## src/rtl/truth_table_sweeper.sv

```systemverilog
`default_nettype none
// ============================================================================
//  Module      : truth_table_sweeper
//  Description : Exhaustive truth-table sequencer for a 1-output combinational
//                DUT. Drives vectors 0..2^N_IN-1 in ascending order and holds
//                each one for SETTLE+1 cycles. At the end of each window it
//                samples dut_out and compares it with EXPECTED[vector]. It
//                reports pass/fail, the first failing index, the mismatch
//                count and every captured response.
//  Ports       : clk, rst_n      - clock (rising edge), async active-low reset
//                start           - begin a sweep (only honoured in IDLE)
//                abort           - synchronous abort, highest priority
//                dut_in[N_IN]    - vector driven to the DUT
//                dut_out         - DUT response
//                busy            - sweep in progress
//                done            - one-cycle pulse at sweep completion
//                pass            - last completed sweep had no mismatches
//                fail_cnt[N_IN+1]- mismatch count of current/last sweep
//                fail_idx[N_IN]  - first mismatching vector (fail_cnt != 0)
//                captured[2^N_IN]- captured DUT response per vector
//  Options     : TTS_STOP_ON_FAIL_EN - when defined, the first mismatch ends
//                the sweep immediately (done, pass=0, fail_cnt=1).
//  Revision    : 1.0 - initial release
// ============================================================================
module truth_table_sweeper #(
    parameter int                  N_IN     = 4,
    parameter int                  SETTLE   = 2,
    parameter logic [2**N_IN-1:0]  EXPECTED = 16'h6996
) (
    input  logic                clk,
    input  logic                rst_n,
    input  logic                start,
    input  logic                abort,
    output logic [N_IN-1:0]     dut_in,
    input  logic                dut_out,
    output logic                busy,
    output logic                done,
    output logic                pass,
    output logic [N_IN:0]       fail_cnt,
    output logic [N_IN-1:0]     fail_idx,
    output logic [2**N_IN-1:0]  captured
);

    localparam int              c_CW     = $clog2(SETTLE + 1);
    localparam logic [c_CW-1:0] c_SETTLE = c_CW'(SETTLE);
    localparam logic [N_IN-1:0] c_LAST   = {N_IN{1'b1}};

`ifdef TTS_STOP_ON_FAIL_EN
    localparam logic            c_STOP_ON_FAIL = 1'b1;
`else
    localparam logic            c_STOP_ON_FAIL = 1'b0;
`endif

    typedef enum logic [1:0] {
        S_IDLE   = 2'd0,
        S_WAIT   = 2'd1,
        S_SAMPLE = 2'd2
    } state_t;

    state_t               r_state;
    state_t               w_state_nxt;
    logic [N_IN-1:0]      r_idx;
    logic [c_CW-1:0]      r_cnt;
    logic                 r_busy;
    logic                 r_done;
    logic                 r_pass;
    logic [N_IN:0]        r_fail_cnt;
    logic [N_IN-1:0]      r_fail_idx;
    logic [2**N_IN-1:0]   r_captured;

    logic                 w_mis;
    logic                 w_end_sweep;

    // The vector index doubles as the DUT drive: it is only changed at the
    // start of a window, so dut_in is stable for the whole SETTLE+1 cycles.
    assign dut_in   = r_idx;
    assign busy     = r_busy;
    assign done     = r_done;
    assign pass     = r_pass;
    assign fail_cnt = r_fail_cnt;
    assign fail_idx = r_fail_idx;
    assign captured = r_captured;

    // ------------------------------------------------------------------
    // State register
    // ------------------------------------------------------------------
    always_ff @(posedge clk or negedge rst_n) begin
        if (!rst_n) begin
            r_state <= S_IDLE;
        end else begin
            r_state <= w_state_nxt;
        end
    end

    // ------------------------------------------------------------------
    // Next-state logic
    // ------------------------------------------------------------------
    always_comb begin
        w_state_nxt = r_state;
        w_mis       = (dut_out != EXPECTED[r_idx]);
        w_end_sweep = (r_idx == c_LAST) || (c_STOP_ON_FAIL && w_mis);

        if (abort) begin
            w_state_nxt = S_IDLE;
        end else begin
            case (r_state)
                S_IDLE:   if (start) w_state_nxt = S_WAIT;
                // The counter is loaded with SETTLE, so reaching 1 marks the
                // SETTLE-th edge spent in WAIT.
                S_WAIT:   if (r_cnt == c_CW'(1)) w_state_nxt = S_SAMPLE;
                S_SAMPLE: w_state_nxt = w_end_sweep ? S_IDLE : S_WAIT;
                default:  w_state_nxt = S_IDLE;
            endcase
        end
    end

    // ------------------------------------------------------------------
    // Datapath
    // ------------------------------------------------------------------
    always_ff @(posedge clk or negedge rst_n) begin
        if (!rst_n) begin
            r_idx      <= '0;
            r_cnt      <= '0;
            r_busy     <= 1'b0;
            r_done     <= 1'b0;
            r_pass     <= 1'b0;
            r_fail_cnt <= '0;
            r_fail_idx <= '0;
            r_captured <= '0;
        end else begin
            r_done <= 1'b0;
            if (abort) begin
                // Partial results (count, first index, captures) are kept
                // for inspection; only a running sweep loses its pass flag.
                r_idx  <= '0;
                r_cnt  <= '0;
                r_busy <= 1'b0;
                if (r_state != S_IDLE) r_pass <= 1'b0;
            end else begin
                case (r_state)
                    S_IDLE: begin
                        if (start) begin
                            r_idx      <= '0;
                            r_cnt      <= c_SETTLE;
                            r_busy     <= 1'b1;
                            r_pass     <= 1'b0;
                            r_fail_cnt <= '0;
                            r_fail_idx <= '0;
                            r_captured <= '0;
                        end
                    end
                    S_WAIT: begin
                        r_cnt <= r_cnt - c_CW'(1);
                    end
                    S_SAMPLE: begin
                        r_captured[r_idx] <= dut_out;
                        if (w_mis) begin
                            r_fail_cnt <= r_fail_cnt + (N_IN+1)'(1);
                            if (r_fail_cnt == '0) r_fail_idx <= r_idx;
                        end
                        if (w_end_sweep) begin
                            // Final verdict must include the sample taken now.
                            r_busy <= 1'b0;
                            r_done <= 1'b1;
                            r_pass <= (r_fail_cnt == '0) && !w_mis;
                        end else begin
                            r_idx <= r_idx + N_IN'(1);
                            r_cnt <= c_SETTLE;
                        end
                    end
                    default: begin
                        r_busy <= 1'b0;
                    end
                endcase
            end
        end
    end

endmodule
`default_nettype wire

```

## config.mk

```make
export PLATFORM = sky130hd
export DESIGN_NAME = truth_table_sweeper
export DESIGN_NICKNAME = d
export VERILOG_FILES = /design/src/rtl/truth_table_sweeper.sv
export SDC_FILE = /design/constraint.sdc
export NUM_CORES = 1
export LEC_CHECK = 0
export CORE_ASPECT_RATIO = 0.7
export CORE_MARGIN = 8
export CORE_UTILIZATION = 45
export CTS_CLUSTER_SIZE = 16
export DETAILED_ROUTE_END_ITERATION = 16
export PLACE_DENSITY = 0.71
export SYNTH_ARGS = -nofsm -noshare
export SYNTH_HDL_FRONTEND = slang
export SYNTH_SLANG_ARGS = --single-unit
```

## constraint.sdc

```tcl
create_clock -name clk -period 2.1 [get_ports clk]
set_clock_uncertainty 0.05 [all_clocks]
set_input_delay 0.42 -clock clk [delete_from_list [all_inputs] [get_ports clk]]
set_output_delay 0.42 -clock clk [all_outputs]
set_load 0.01 [all_outputs]
```

After elaboration in Yosys (flattened, before gate mapping). Memories as Yosys holds them, arrays and structs flattened. Index checks and enable logic that the tools add are counted.

Bits in read-only memories: 16. Register bits: 36. Output and inout bits: 32. Memories: 1. Logic and storage cells: 84. Input port bits: 5.

Equal/unequal tests: 14. Add/subtract/negate cells: 3. Bitwise gates (word level): 1. Reductions and logical operators: 17. Magnitude comparators: 2. Mux-type cells: 37.

Memories: (no name shown) (words 16, width 1, read ports 1, clocked after Yosys merged registers in 0, write ports 0, line 100) `w_mis = (dut_out != EXPECTED[r_idx]);`.

Operator list (count): $pmux 16 s2 (1); $mux 4 (5); $bwmux 16 (1); $mux 16 (1); $pmux 4 s2 (2); $mux 1 (13); $mux 2 (6); $ne 3x3->1 const B (4); $pmux 2 s3 (2); $reduce_and 3->1 (4); $mux 5 (2); $pmux 5 s2 (1); $ne 2x2->1 const B (4); $reduce_and 4->1 (2); $add 5x1->5 const B (1); $logic_not 5->1 (1); $lt 4x5->1 const B (1); $reduce_and 5->1 (1); $add 4x1->4 const B (1); $demux 1 s4 (1); $eq 2x1->1 const B (2); $eq 4x4->1 const B (1); $ge 4x1->1 const B (1); $reduce_bool 2->1 (2); other kinds (13) (14).

Longest topological paths before layout.
Depth in word-level cells: 8. Mapped depth: 6. Gate-level depth less buffers: 6.

Worst setup path after synthesis. No wires, ideal clock.

Kind: register -> register. From: register r_idx[0], in the netlist dut_in[0]. To: register r_fail_cnt[2], in the netlist fail_cnt[2]. Setup time: 0.126 ns. Required time: 1.924 ns. Cell stages (with the launch flop): 7. Slack: 0.130 ns. Arrival: 1.793 ns. Period minus slack after synthesis: 1.970 ns. Cell sequence: dfrtp_1 inv_1 ha_1 xor2_4 xnor2_4 o21ai_1 a311o_1.

Cells in the longest elaborated chain, start to end: 5.

Ends and longest elaborated chain: start: declaration (line 62) `logic [N_IN-1:0] r_idx;`; start signal: assignment (line 167) `r_idx <= r_idx + N_IN'(1);`; $mem_v2 16x1; $mux 1 (not written as such) (line 100); $ne 1x1->1 (line 100); $ne 2x2->1 (no source line); $reduce_and 4->1 (no source line); end signal: assignment (line 158) `r_fail_cnt <= r_fail_cnt + (N_IN+1)'(1);`; end: declaration (line 67) `logic [N_IN:0] r_fail_cnt;`.

No other way between the ends. The select of a mux whose other input is x is not followed. A chain may end at the register's enable or synchronous reset.

Final worst setup path.
From: register r_idx[2], in the netlist dut_in[2]. To: output port dut_in[2].

RTL lines: end: declaration (line 34) `output logic [N_IN-1:0] dut_in,`.

No word-level cell between the ends.

==> flow_metrics.py <==
metrics = {
    "status": {
        "status": "completed",
    },
    "pwr": {
        "power.density_nw_per_um2": 546.9,
        "p_comb_share_pct": 10.2,
        "seqPwrFrac_pct": 52.7,
        "ir_drop_mv": 0.3243,
        "switching_share_pct": 25.00,
        "p_int_uw": 1029,
        "p_leak_uw": 0.001079,
        "switching_power_uw": 343.0,
        "clkPwrFrac_pct": 37.1,
    },
    "critical_path": {
        "slowest_delay_ns": 0.63,
        "cp_top_family": "buffers and inverters",
        "crit_required_ns": 1.63,
        "crit_type": "register to primary output",
        "reg2reg_slack_ns": 0.18,
        "end_kind": "primary output",
        "cp.arrival_ns": 1.53,
        "crit_slowest_cell": "clkdlybuf4s50_1",
        "cp_max_fo": 10,
        "crit_buf_inv": 1,
        "cp-start-kind": "register",
        "path_cells": "clkdlybuf4s50_1",
    },
    "floorplanning": {
        "die-area_sq_um": 6727,
        "core_sq_um": 4254,
        "start_util_pct": 45.82,
        "dieHeight_um": 71.07,
        "die_w_um": 94.67,
        "rows": 20,
        "io_pins": 37,
    },
    "drt": {
        "drtIter0Drc": 114,
        "vias_per_cell": 5.571,
        "totalWireLength_um": 4673,
        "post_drt_wl_per_cell_um": 15.42,
        "drcViolationCount": 0,
        "detail-route-antenna-nets": 0,
        "first_pass_iters": 4,
        "via_count": 1688,
    },
    "flow_run": {
        "maxCapViolCount": 0,
    },
    "cts": {
        "cts_tree": "built",
        "cts.reportedPaths.clkPinSlew_ns": 0.07,
        "cts_sinks": 36,
        "cts-root-buf": "clkbuf_8",
        "cts_buffers": 5,
        "h-tree-depth": 2,
        "post_cts_buffers": 0,
        "clock_latency_ns": 0.28,
        "cts.path.max_buffers": 2,
    },
    "final_layout": {
        "area_growth_pct": 28.69,
        "design_area_sq_um": 2509,
        "drive_gt1_share_pct": 13.71,
        "antenna_cells": 0,
        "fin_nets": 259,
        "fin_cells": 303,
        "most-common-layout-cells": "36 x dfrtp_1, 36 x clkdlybuf4s50_1, 29 x o21ai_0",
    },
    "yosys": {
        "syn-cell-area_sq_um": 1949,
        "yosysUniqueCellTypes": 40,
        "ys_warn_count": 0,
        "syn_area_per_cell_sq_um": 9.603,
        "synth_nets": 215,
        "synth_seq_area_share_pct": 46.21,
        "ys_ff_latch": 36,
        "syn_inst": 203,
    },
    "place": {
        "gp_congestion": 0.8275,
        "place_inst": 295,
        "place_ws_ns": -0.007976,
        "placed_cell_area_sq_um": 2409,
        "dp_hpwl_um": 3431,
        "port_buffers": 36,
    },
    "global_route": {
        "grt_pass1_vias": 1568,
        "overflow": 0,
        "grt_first_pass_wirelength_um": 7928,
        "grt_max_degree": 37,
        "grtUsageTotal_pct": 14.69,
        "antenna_found_initial": 0,
    },
    "min_path": {
        "min_path_type": "register to register",
    },
    "sta": {
        "fin_tns_setup_ns": 0,
        "rsz0062_at_grt": "false",
        "min_period_ns": 2.002,
        "setup_viol": 0,
        "final-hold-violation-count": 0,
        "fmax_mhz": 499.5,
        "worst_pin_slew_ns": 0.5483,
        "slew_violations": 0,
        "slew_headroom_pct": 62.93,
        "fin_ws_ns": 0.09781,
        "final.period_utilization_pct": 95.34,
    },
}
[routing by layer]
layer  part of all wire [%]  up-vias  track usage [%]  wire, um
met3                    7.8        5            3.805       364
met5                      0        -                0         0
met2                     41       49            19.38      1929
li1                       -      819                -         -
met1                     50      815            22.77      2345
met4                   0.71        0            3.103        33
[timing repair]
action	4_1_cts	5_1_grt
gates resized for setup	0	1
endpoints found under the setup margin	0	1
hold buffers	0	0
[area by class of cell]
type                    count  area (sq um)
inverters                   9         33.78
well taps                  55         68.82
repair buffers             50         465.4
flip-flops and latches     36         900.9
multi-input cells         145         947.2
clock buffers               6         82.58
clock inverters             2         10.01
fillers                   398          1745
[path summary, 6_finish.rpt]
kind | endpoint | cells past startpoint | from
min in group asynchronous | busy | 2 | rst_n
max reg2reg | fail_cnt[2] | 6 | dut_in[0]
max | dut_in[2] | 1 | dut_in[2]
max in group asynchronous | fail_idx[1] | 2 | rst_n
min reg2reg | fail_idx[0] | 1 | fail_idx[0]
min | fail_idx[0] | 1 | fail_idx[0]
[sequential cells by signal (all words and copies together) (netlist names)]
register,cells
busy,1
captured,16
done,1
dut_in,4
fail_cnt,5
fail_idx,4
pass,1
r_cnt,2
r_state,2
[cells by family (layout without fill, tap and decap cells)]
family,Yosys count,after routing,share of synthesized area (%)
AO/OA/AOI/OAI,82,82,24.90
XOR/XNOR,4,4,4.686
adder cells (fa/ha/maj),7,7,4.493
buffers and inverters,22,67,5.583
flip-flops,36,36,46.21
multiplexers,2,2,1.155
AND/OR/NAND/NOR,50,50,12.97
[cells in the mapped netlist (all sizes together)]
master | number | share of area [%]
a211oi | 1 | 0.39
a21oi | 22 | 5.6
a221oi | 1 | 0.45
a22o | 5 | 2.2
a2bb2oi | 1 | 0.45
a311o | 1 | 0.51
a31o | 2 | 0.90
a31oi | 6 | 1.9
a41oi | 2 | 0.90
and2 | 1 | 0.32
and3 | 3 | 0.96
and4b | 1 | 0.51
buf | 9 | 3.1
clkbuf | 4 | 0.77
dfrtp | 36 | 46
ha | 7 | 4.5
inv | 9 | 1.7
mux2 | 2 | 1.2
nand2 | 11 | 2.1
nand2b | 5 | 1.6
nand3 | 7 | 1.8
nor2 | 13 | 2.5
nor2b | 2 | 0.64
nor3 | 3 | 0.77
nor3b | 1 | 0.64
nor4 | 1 | 0.32
nor4b | 1 | 0.45
o21ai | 38 | 9.9
o21bai | 1 | 0.39
o221ai | 1 | 0.77
o31ai | 1 | 0.39
or2 | 1 | 0.32
xnor2 | 2 | 2.8
xor2 | 2 | 1.9
[per-stage QoR]
stage	total power, uW	hold slack, ns	utilization (%)
2_1_floorplan	813.8	0.07441	-
3_3_place_gp	875.5	0.4427	56.62
3_5_place_dp	877.7	0.4500	56.62
4_1_cts	1380	0.4666	58.79
5_1_grt	1434	0.5058	58.97
6_report	1372	0.4652	58.97
[power groups by stage]
stage | sequential [uW] | clock (uW) | combinational (uW)
after detailed placement | 738 | 0 | 140
after floorplan | 733 | 0 | 80.8
after global placement | 737 | 0 | 138
after global routing | 727 | 551 | 156
after CTS | 724 | 516 | 140
final | 724 | 509 | 140
Note: power is estimated with default switching activity, not from simulation.
